File: src/rtl/keypad_scanner.sv
// 4x4 hex keypad scanner: walks an active-low row strobe, samples the synchronized columns once
// per row, debounces whole-matrix frames and shifts each accepted key into a 16-bit entry register.
module keypad_scanner #(
    parameter int PERIOD   = 50_000,
    parameter int DEBOUNCE = 4
) (
    input  logic        clock,
    input  logic        reset,
    input  logic [0:3]  col,
    output logic [0:3]  row,
    output logic [3:0]  key_code,
    output logic        key_valid,
    output logic        key_down,
    output logic [15:0] value
);

    localparam int             DW         = (PERIOD > 1) ? $clog2(PERIOD) : 1;
    localparam logic [DW-1:0]  DWELL_LAST = DW'(PERIOD - 1);
    localparam logic [3:0]     DEB        = 4'(DEBOUNCE);

    typedef enum logic [1:0] {IDLE, ARMING, PRESSED, RELEASING} state_t;
    typedef enum logic [1:0] {F_NONE, F_SINGLE, F_MULTI} frame_t;

    function automatic logic [0:3] row_drive(input logic [1:0] r);
        row_drive    = 4'b1111;
        row_drive[r] = 1'b0;
    endfunction

    function automatic logic [3:0] key_map(input logic [1:0] r, input logic [1:0] c);
        case ({r, c})
            4'h0: key_map = 4'h1;  4'h1: key_map = 4'h2;  4'h2: key_map = 4'h3;  4'h3: key_map = 4'hA;
            4'h4: key_map = 4'h4;  4'h5: key_map = 4'h5;  4'h6: key_map = 4'h6;  4'h7: key_map = 4'hB;
            4'h8: key_map = 4'h7;  4'h9: key_map = 4'h8;  4'hA: key_map = 4'h9;  4'hB: key_map = 4'hC;
            4'hC: key_map = 4'hE;  4'hD: key_map = 4'h0;  4'hE: key_map = 4'hF;  default: key_map = 4'hD;
        endcase
    endfunction

    logic [0:3]    col_s1, col_s2;
    logic [DW-1:0] dwell;
    logic [1:0]    ridx;
    logic          sample, frame_end;

    // NOTE: sequential state uses non-blocking assignments so every flop sees pre-edge values.
    always_ff @(posedge clock) begin
        if (reset) begin
            col_s1 <= 4'b1111;
            col_s2 <= 4'b1111;
        end else begin
            col_s1 <= col;
            col_s2 <= col_s1;
        end
    end

    assign sample    = (dwell == DWELL_LAST);
    assign frame_end = sample && (ridx == 2'd3);

    always_ff @(posedge clock) begin
        if (reset) begin
            dwell <= '0;
            ridx  <= 2'd0;
            row   <= 4'b0111;
        end else if (sample) begin
            dwell <= '0;
            ridx  <= ridx + 2'd1;
            row   <= row_drive(ridx + 2'd1);
        end else begin
            dwell <= dwell + DW'(1);
        end
    end

    // Per-sample hit count saturates at 2, which is all a frame needs to tell SINGLE from MULTI.
    logic [1:0] hits, acc_hits, base_hits, tot_hits;
    logic [3:0] hit_key, acc_key, tot_key;
    logic [2:0] hit_sum;
    frame_t     frame;

    // NOTE: every variable written in always_comb gets a default first, so no latch is inferred.
    always_comb begin
        hits    = 2'd0;
        hit_key = 4'h0;
        for (int c = 0; c < 4; c++) begin
            if (!col_s2[c]) begin
                if (hits != 2'd2) hits = hits + 2'd1;
                hit_key = key_map(ridx, 2'(c));
            end
        end
        base_hits = (ridx == 2'd0) ? 2'd0 : acc_hits;
        hit_sum   = {1'b0, base_hits} + {1'b0, hits};
        tot_hits  = (hit_sum >= 3'd2) ? 2'd2 : hit_sum[1:0];
        tot_key   = (base_hits == 2'd0) ? hit_key : acc_key;
        case (tot_hits)
            2'd0:    frame = F_NONE;
            2'd1:    frame = F_SINGLE;
            default: frame = F_MULTI;
        endcase
    end

    always_ff @(posedge clock) begin
        if (reset) begin
            acc_hits <= 2'd0;
            acc_key  <= 4'h0;
        end else if (sample) begin
            acc_hits <= tot_hits;
            acc_key  <= tot_key;
        end
    end

    state_t     state, state_n;
    logic [3:0] cnt, cnt_n, cnt_inc, cand, cand_n;
    logic       accept;

    assign cnt_inc = cnt + 4'd1;

    always_comb begin
        state_n = state;
        cnt_n   = cnt;
        cand_n  = cand;
        accept  = 1'b0;
        if (frame_end) begin
            unique case (state)
                IDLE: begin
                    if (frame == F_SINGLE) begin
                        cand_n = tot_key;
                        cnt_n  = 4'd1;
                        if (DEB == 4'd1) accept = 1'b1;
                        else             state_n = ARMING;
                    end
                end
                ARMING: begin
                    if (frame != F_SINGLE) begin
                        state_n = IDLE;
                    end else if (tot_key == cand) begin
                        cnt_n = cnt_inc;
                        if (cnt_inc == DEB) accept = 1'b1;
                    end else begin
                        cand_n = tot_key;
                        cnt_n  = 4'd1;
                    end
                end
                PRESSED: begin
                    if (frame == F_NONE) begin
                        cnt_n   = 4'd1;
                        state_n = (DEB == 4'd1) ? IDLE : RELEASING;
                    end
                end
                RELEASING: begin
                    if (frame == F_NONE) begin
                        cnt_n = cnt_inc;
                        if (cnt_inc == DEB) state_n = IDLE;
                    end else if (frame == F_SINGLE && tot_key == cand) begin
                        state_n = PRESSED;
                    end else begin
                        cnt_n = 4'd0;
                    end
                end
            endcase
            if (accept) state_n = PRESSED;
        end
    end

    always_ff @(posedge clock) begin
        if (reset) begin
            state     <= IDLE;
            cnt       <= 4'd0;
            cand      <= 4'h0;
            key_code  <= 4'h0;
            key_valid <= 1'b0;
            value     <= 16'h0000;
        end else begin
            state     <= state_n;
            cnt       <= cnt_n;
            cand      <= cand_n;
            key_valid <= accept;
            if (accept) begin
                key_code <= cand_n;
                value    <= {value[11:0], cand_n};
            end
        end
    end

    assign key_down = (state == PRESSED) || (state == RELEASING);

endmodule

File: config.mk
export PLATFORM = sky130hd
export DESIGN_NAME = keypad_scanner
export DESIGN_NICKNAME = d
export VERILOG_FILES = /design/src/rtl/keypad_scanner.sv
export SDC_FILE = /design/constraint.sdc
export NUM_CORES = 1
export LEC_CHECK = 0
export ABC_AREA = 1
export CAP_MARGIN = 20
export CORE_AREA = 2 2 98 100
export CTS_CLUSTER_DIAMETER = 120
export DETAILED_ROUTE_END_ITERATION = 12
export DIE_AREA = 0 0 100 102
export HOLD_SLACK_MARGIN = 0.12
export PLACE_DENSITY = 0.62
export REMOVE_ABC_BUFFERS = 1
export SLEW_MARGIN = 20
export SYNTH_ARGS = -nofsm -noshare
export SYNTH_HDL_FRONTEND = slang
export SYNTH_SLANG_ARGS = --single-unit
export TNS_END_PERCENT = 10
File: constraint.sdc
create_clock -name clock -period 4.6 [get_ports clock]
set_input_delay 0.92 -clock clock [delete_from_list [all_inputs] [get_ports clock]]
set_output_delay 0.92 -clock clock [all_outputs]
set_load 0.05 [all_outputs]
==> impl_results.md <==
* Pwr dens at 292 mW/mm2
* Remaining antenna violation count at 0
* Die H at 102 um
* Via count at 2,700
* Seq/Total Area, Yosys at 40.0%
* Clock Sinks at 63
* Sw Ratio at roughly a quarter
* RSZ-0062 raised after global routing: no
* Cells after Synth at between 400 and 500
* Clock power share at 43.7%
* Avg Inst Size Synth at 7.23 um2
* Starting Density at about a third
* Post-CTS resize count at 0
* Fillers at ~960
* Setup crit end kind: register
* Post-DP Area at around 0.0035 mm2
* Final Max Tran Viols at 0
* Antenna violations before repair at 0
* PortBufs at 31
* Hold_ws at roughly 0.4 ns
* Setup TNS at 0 ns
* Rows at 35
* Fin crit share at 75.3%
* Synth Cell Area at between 0.003 and 0.004 mm2
* DRT Pass-1 Iters at 4
* Static leakage at 1.59 nW
* Netlist cell types at 36
* Antenna cells at 0
* Drt wl/cell at 10.8 um
* Register bit total from synthesis at 63
* Clock Latency Late Sink at between 0.3 and 0.4 ns
* Io pins at 32
* Pre-CTS WS at 1.16 ns
* Share of total power in combinational logic at 5.6%
* Worst Slack Setup Final at 1.14 ns
* Slew @ Worst Pin at approximately 0.65 ns
* Fraction of layout cells with a size suffix above 1 at 11.8%
* Final clock skew at just over 0.009 ns
* Max Clk Rate at approximately 0.29 GHz
* Die ar. at 0.0102 mm2
* Via density per instance at approximately 4.6
* Root Driver: clkbuf_8
* First-pass GRT wire length at 11,000 um
* Fin crit period at 3.46 ns
* Die Width at 100 um
* Largest net degree at the start of global routing at 24
* Status: completed
* Design area at 0.00374 mm2
* Placer Congestion at about 0.9
* Max rail drop VDD at 209 uV
* Grt ovf at 0
* Htree depth at 3
* Nets at 490
* Max-slew headroom at 56.3%
* Clock tree buffer depth at 2
* Hold-fix buffers, CTS at 0
* Hold Fails Final Rpt at 0
* Seq pwr share at between 50% and 60%
* Number of global-route vias before repair at 2,523
* Core Region at slightly above 0.009 mm2
* Hold Path Class: reg -> reg
* Arr. time, crit path at approximately 3.7 ns
* Reg clk slew, reported paths at 0.07 ns
* Sw power at approximately 0.00027 W
* TritonCTS clock tree: built
* Worst EP required at approximately 4.8 ns
* DRC viols at 0
* Post-detail-place hpwl at 4670 um
* CP Max Fanout at 17
* Total routed wirelength at 6330 um
* CP Class: reg -> reg
* Gr usage total at 13.4%
* Cell-internal power at between 0.0008 and 0.0009 W
* Final setup vio count at 0
* CTS buffer count at 9
* Crit path launch type: register
* Setup bufs post-CTS at 0
* Yosys warning total at 0
* Max Cap Viol at 0
* Initial drt markers at 119
* Area Growth Syn to Fin at 18.6%
[worst paths after layout]
check | startpoint | endpoint | slack [ns] | depth (start not counted)
max | col_s2[1]$_SDFF_PP1_ | key_code[1]$_SDFFE_PP0P_ | 1.14 | 20
min | col_s1[1]$_SDFF_PP1_ | col_s2[1]$_SDFF_PP1_ | 0.41 | 1
min reg2reg | col_s1[1]$_SDFF_PP1_ | col_s2[1]$_SDFF_PP1_ | 0.41 | 1
max reg2reg | col_s2[1]$_SDFF_PP1_ | key_code[1]$_SDFFE_PP0P_ | 1.14 | 20
[cell families (layout without fill, tap and decap cells)]
logic type      after synthesis  count (layout)  synth area share, %
compound gates               64              64                 10.9
flops                        63              63                 40.0
buf+inv                      70             107                 9.36
xor+xnor                      3               3                0.833
simple gates                220             220                 32.3
fa+ha+maj                    16              16                 6.59
[routing by layer]
layer	up-vias	global-route usage, %	wire length (um)
met5	-	0	0
met4	0	5.06	114
met3	10	3.97	182
met2	24	22.2	2930
met1	1222	16.6	3100
li1	1444	-	-
[cells in the mapped netlist]
master / n / area (um2)
a31oi_1: 2 / 12.5
fa_1: 1 / 20.0
nor3b_1: 1 / 7.51
buf_6: 2 / 22.5
nand3b_1: 2 / 15.0
nand3_2: 1 / 10.0
nand3_1: 13 / 65.1
nor2_4: 2 / 22.5
a21oi_1: 21 / 105
ha_1: 15 / 188
dfxtp_1: 63 / 1260
o21a_1: 1 / 7.51
buf_4: 4 / 30.0
o22ai_1: 2 / 12.5
or2_2: 9 / 56.3
nand2_1: 80 / 300
nor3_1: 5 / 25.0
inv_2: 4 / 15.0
nor4_1: 6 / 37.5
a211oi_1: 2 / 15.0
a21oi_2: 1 / 8.76
o21ai_1: 4 / 20.0
clkbuf_1: 6 / 22.5
nand3_4: 1 / 17.5
a22o_1: 2 / 17.5
o21ai_0: 29 / 145
inv_1: 53 / 199
nor2_1: 77 / 289
xnor2_1: 1 / 8.76
inv_4: 1 / 6.26
nand2_4: 3 / 33.8
nand2_2: 3 / 18.8
xor2_1: 2 / 17.5
nor2_8: 1 / 20.0
nor2_2: 12 / 75.1
nand4_1: 4 / 25.0
[per-stage QoR]
stage               std cells  utilization, %  power, W
finish                    584            41.0   0.00109
global route              584            41.0   0.00114
CTS                       584            41.0   0.00111
detailed placement        568            38.9  0.000628
global placement          568            38.9  0.000626
floorplan                 424               -  0.000609
[flip-flops by register name, indices dropped and copies added, names as in the netlist, 3 cells and up]
name	cells
acc_key	4
value	13
col_s2	4
cnt	4
dwell	16
row	4
cand	4
col_s1	4
key_code	3
[final cells by class]
type | instances | area, um2 | share of cell area (%)
Tap cell | 111 | 139 | 3.71
Multi-Input combinational cell | 303 | 1600 | 42.7
Inverter | 58 | 220 | 5.89
Sequential cell | 63 | 1260 | 33.7
Timing Repair Buffer | 33 | 325 | 8.70
Clock buffer | 9 | 124 | 3.31
Clock inverter | 7 | 72.6 | 1.94
[power groups by stage]
stage / clock network (W) / logic [W] / registers [W]
floorplan: 0 / 0.0000432 / 0.000566
global route: 0.000520 / 0.0000702 / 0.000555
global placement: 0 / 0.0000596 / 0.000567
finish: 0.000478 / 0.0000608 / 0.000554
CTS: 0.000492 / 0.0000612 / 0.000554
detailed placement: 0 / 0.0000610 / 0.000567
[placed cells by master, fill, tap and decap left out, types with 3 or more instances in the layout]
master	instances
a21oi_1	21
clkbuf_8	9
clkdlybuf4s50_1	31
dfxtp_1	63
ha_1	15
inv_1	53
inv_2	4
nand2_1	80
nand2_2	3
nand2_4	3
nand3_1	13
nand4_1	4
nor2_1	77
nor2_2	12
nor3_1	5
nor4_1	6
o21ai_0	29
o21ai_1	4
or2_2	9
[worst max-delay path, cell delays in order (launching register included)]
cell	delay, ns
dfxtp_1	0.40
inv_2	0.08
ha_1	0.19
o21ai_0	0.26
ha_1	0.20
nand2_1	0.05
o21ai_0	0.08
ha_1	0.17
inv_1	0.05
fa_1	0.47
nand2_1	0.08
nor2_1	0.13
inv_1	0.08
nor2_1	0.13
inv_1	0.07
nor2_1	0.19
nand3_4	0.13
nor2_8	0.23
inv_4	0.14
o21ai_0	0.17
nor2_1	0.06
Power figures use the tool's default switching activity.
==> patch, RTL diff (config.mk and constraints unchanged) <==
Add an input register stage for `col`, with the module's reset; this delays it by one clock.
--- a/src/rtl/keypad_scanner.sv
+++ b/src/rtl/keypad_scanner.sv
@@ -20,6 +20,16 @@
 
     typedef enum logic [1:0] {IDLE, ARMING, PRESSED, RELEASING} state_t;
     typedef enum logic [1:0] {F_NONE, F_SINGLE, F_MULTI} frame_t;
+
+    logic [0:3] col_q;
+
+    always_ff @(posedge clock) begin
+        if (reset) begin
+            col_q <= '0;
+        end else begin
+            col_q <= col;
+        end
+    end
 
     function automatic logic [0:3] row_drive(input logic [1:0] r);
         row_drive    = 4'b1111;
@@ -46,7 +56,7 @@
             col_s1 <= 4'b1111;
             col_s2 <= 4'b1111;
         end else begin
-            col_s1 <= col;
+            col_s1 <= col_q;
             col_s2 <= col_s1;
         end
     end
Behaviour: no difference found for any inputs over 10 cycles, from zero or initial values and one cycle with reset high; that may be too few to reach the edited logic, so the function may still have changed.
==> patch against the unedited design <==
Critical path depth increased by 1. Setup slack got worse by 130 ps. Routed wire length increased by 2.6%. Final area increased by 2.1%. Non-clock buffer count increased by 1. Synthesized cell count increased by 0.46%. Synthesized area increased by 2.7%. Sequential cell count increased by 4. Power increased by 5.9%. Largest cell class unchanged.
==> patch: results (changes against the unedited design) <==
[global_routing]
grtUsageMet1=0.163  ; -0.00373
grt_pass1_vias=2581  ; +2.3%
grt_usage=0.138  ; +0.00341
met2_usage=0.227  ; +0.00520
met3_usage=0.0404  ; +0.000684
grt_first_pass_wirelength_um=11200  ; +1.6%
grt_max_degree=22  ; -8.3%

[detailed_routing]
wl_met1_um=2990  ; -3.7%
drt-initial-drc-count=104  ; -13%
wl_met3_um=240  ; +32%
drt-vias-per-instance=4.78  ; +3.3%
met2WireLength_um=3090  ; +5.7%
drt-wirelength-per-cell_um=11.1  ; +2.3%
dr_total_vias=2799  ; +3.7%
first_pass_iters=6  ; +2

[synthesis]
synth_fa_ha_area_frac=0.0641  ; -0.00176
synth_xor_area_frac=0.00811  ; -0.000222
synth-compound-area-share=0.121  ; +0.0114
netlist-cell-type-count=40  ; +11%
synth_common_cells=nor2_1, nand2_1, dfxtp_1
ys_seq_area_frac=0.414  ; +0.0141
synth.area.top_cells=dfxtp_1, nor2_1, nand2_1, ha_1, inv_1

[setup_path]
crit_fanout=21  ; +4
critPathMaxStageDelay_ps=480
cp_top_family=simple AND/OR/NAND/NOR gates

[finish]
nFillCells=940  ; -1.8%
multi_input_comb_cells=304  ; +0.33%
inverters_excl_clock=54  ; -6.9%
clock_area_frac=0.0505  ; -0.00205
nets=492  ; +0.41%
design.seq.count=67  ; +6.3%
multi_input_area_share=0.421  ; -0.00573
drive_gt1_frac=0.103  ; -0.0152
seq_area_frac=0.351  ; +0.0141
buffers=34  ; +3.0%
non_clock_buffer_area_share=0.0872  ; +0.000198

[placement]
hpwl_um=4690  ; +0.38%
dp_slack_ps=980  ; -181 ps
dpl.cell_count=570  ; +0.35%
globalplace.congestion=0.856  ; -4.6%
place_area_um2=3620  ; +2.3%

[power]
p_switching_uw=289  ; +7.3%
power_density_nw_per_um2=303  ; +3.7%
irDropWorstVdd_v=0.000154  ; -26%
leakage_nw=1.65  ; +3.6%

[sta]
skew_ps=9.49  ; +0.159 ps
setup_viol=0  ; unchanged
tightestPinTransition_ps=575  ; -74.6 ps

[status]
status=finished clean

[min_path]
min_from=col_q[1]

[clocking]
postCtsSetupRepairBufs=0  ; unchanged

patch: cell types whose count changed in the layout (fill, tap and decap cells not counted), sizes merged, moves of 4 or more:
cell,delta
inv,-6
nand3,+6
nor2,-6
dfxtp,+4
nand2,-8
a21oi,+7
patch: final timing paths:
path | endpoint | slack, ps | cells past startpoint
worst min-delay path | col_s1[1] | 410 | 1
worst max-delay path | value[8] | 1000 | 21
worst min register to register | col_s1[1] | 410 | 1
worst max register to register | value[8] | 1000 | 21
patch: power groups by stage:
stage                     Combinational [mW]  Clock (mW)  Sequential (mW)
after detailed placement              0.0862           0            0.608
after global routing                  0.0993       0.524            0.596
after floorplan                       0.0627           0            0.607
final                                 0.0853       0.477            0.595
after CTS                             0.0867       0.493            0.595
after global placement                0.0848           0            0.608
patch: kinds of logic after synthesis:
logic type,Yosys count
XOR/XNOR,3
AND/OR/NAND/NOR,216
adder cells (fa/ha/maj),16
AO/OA/AOI/OAI,69
buffers and inverters,67
flip-flops,67
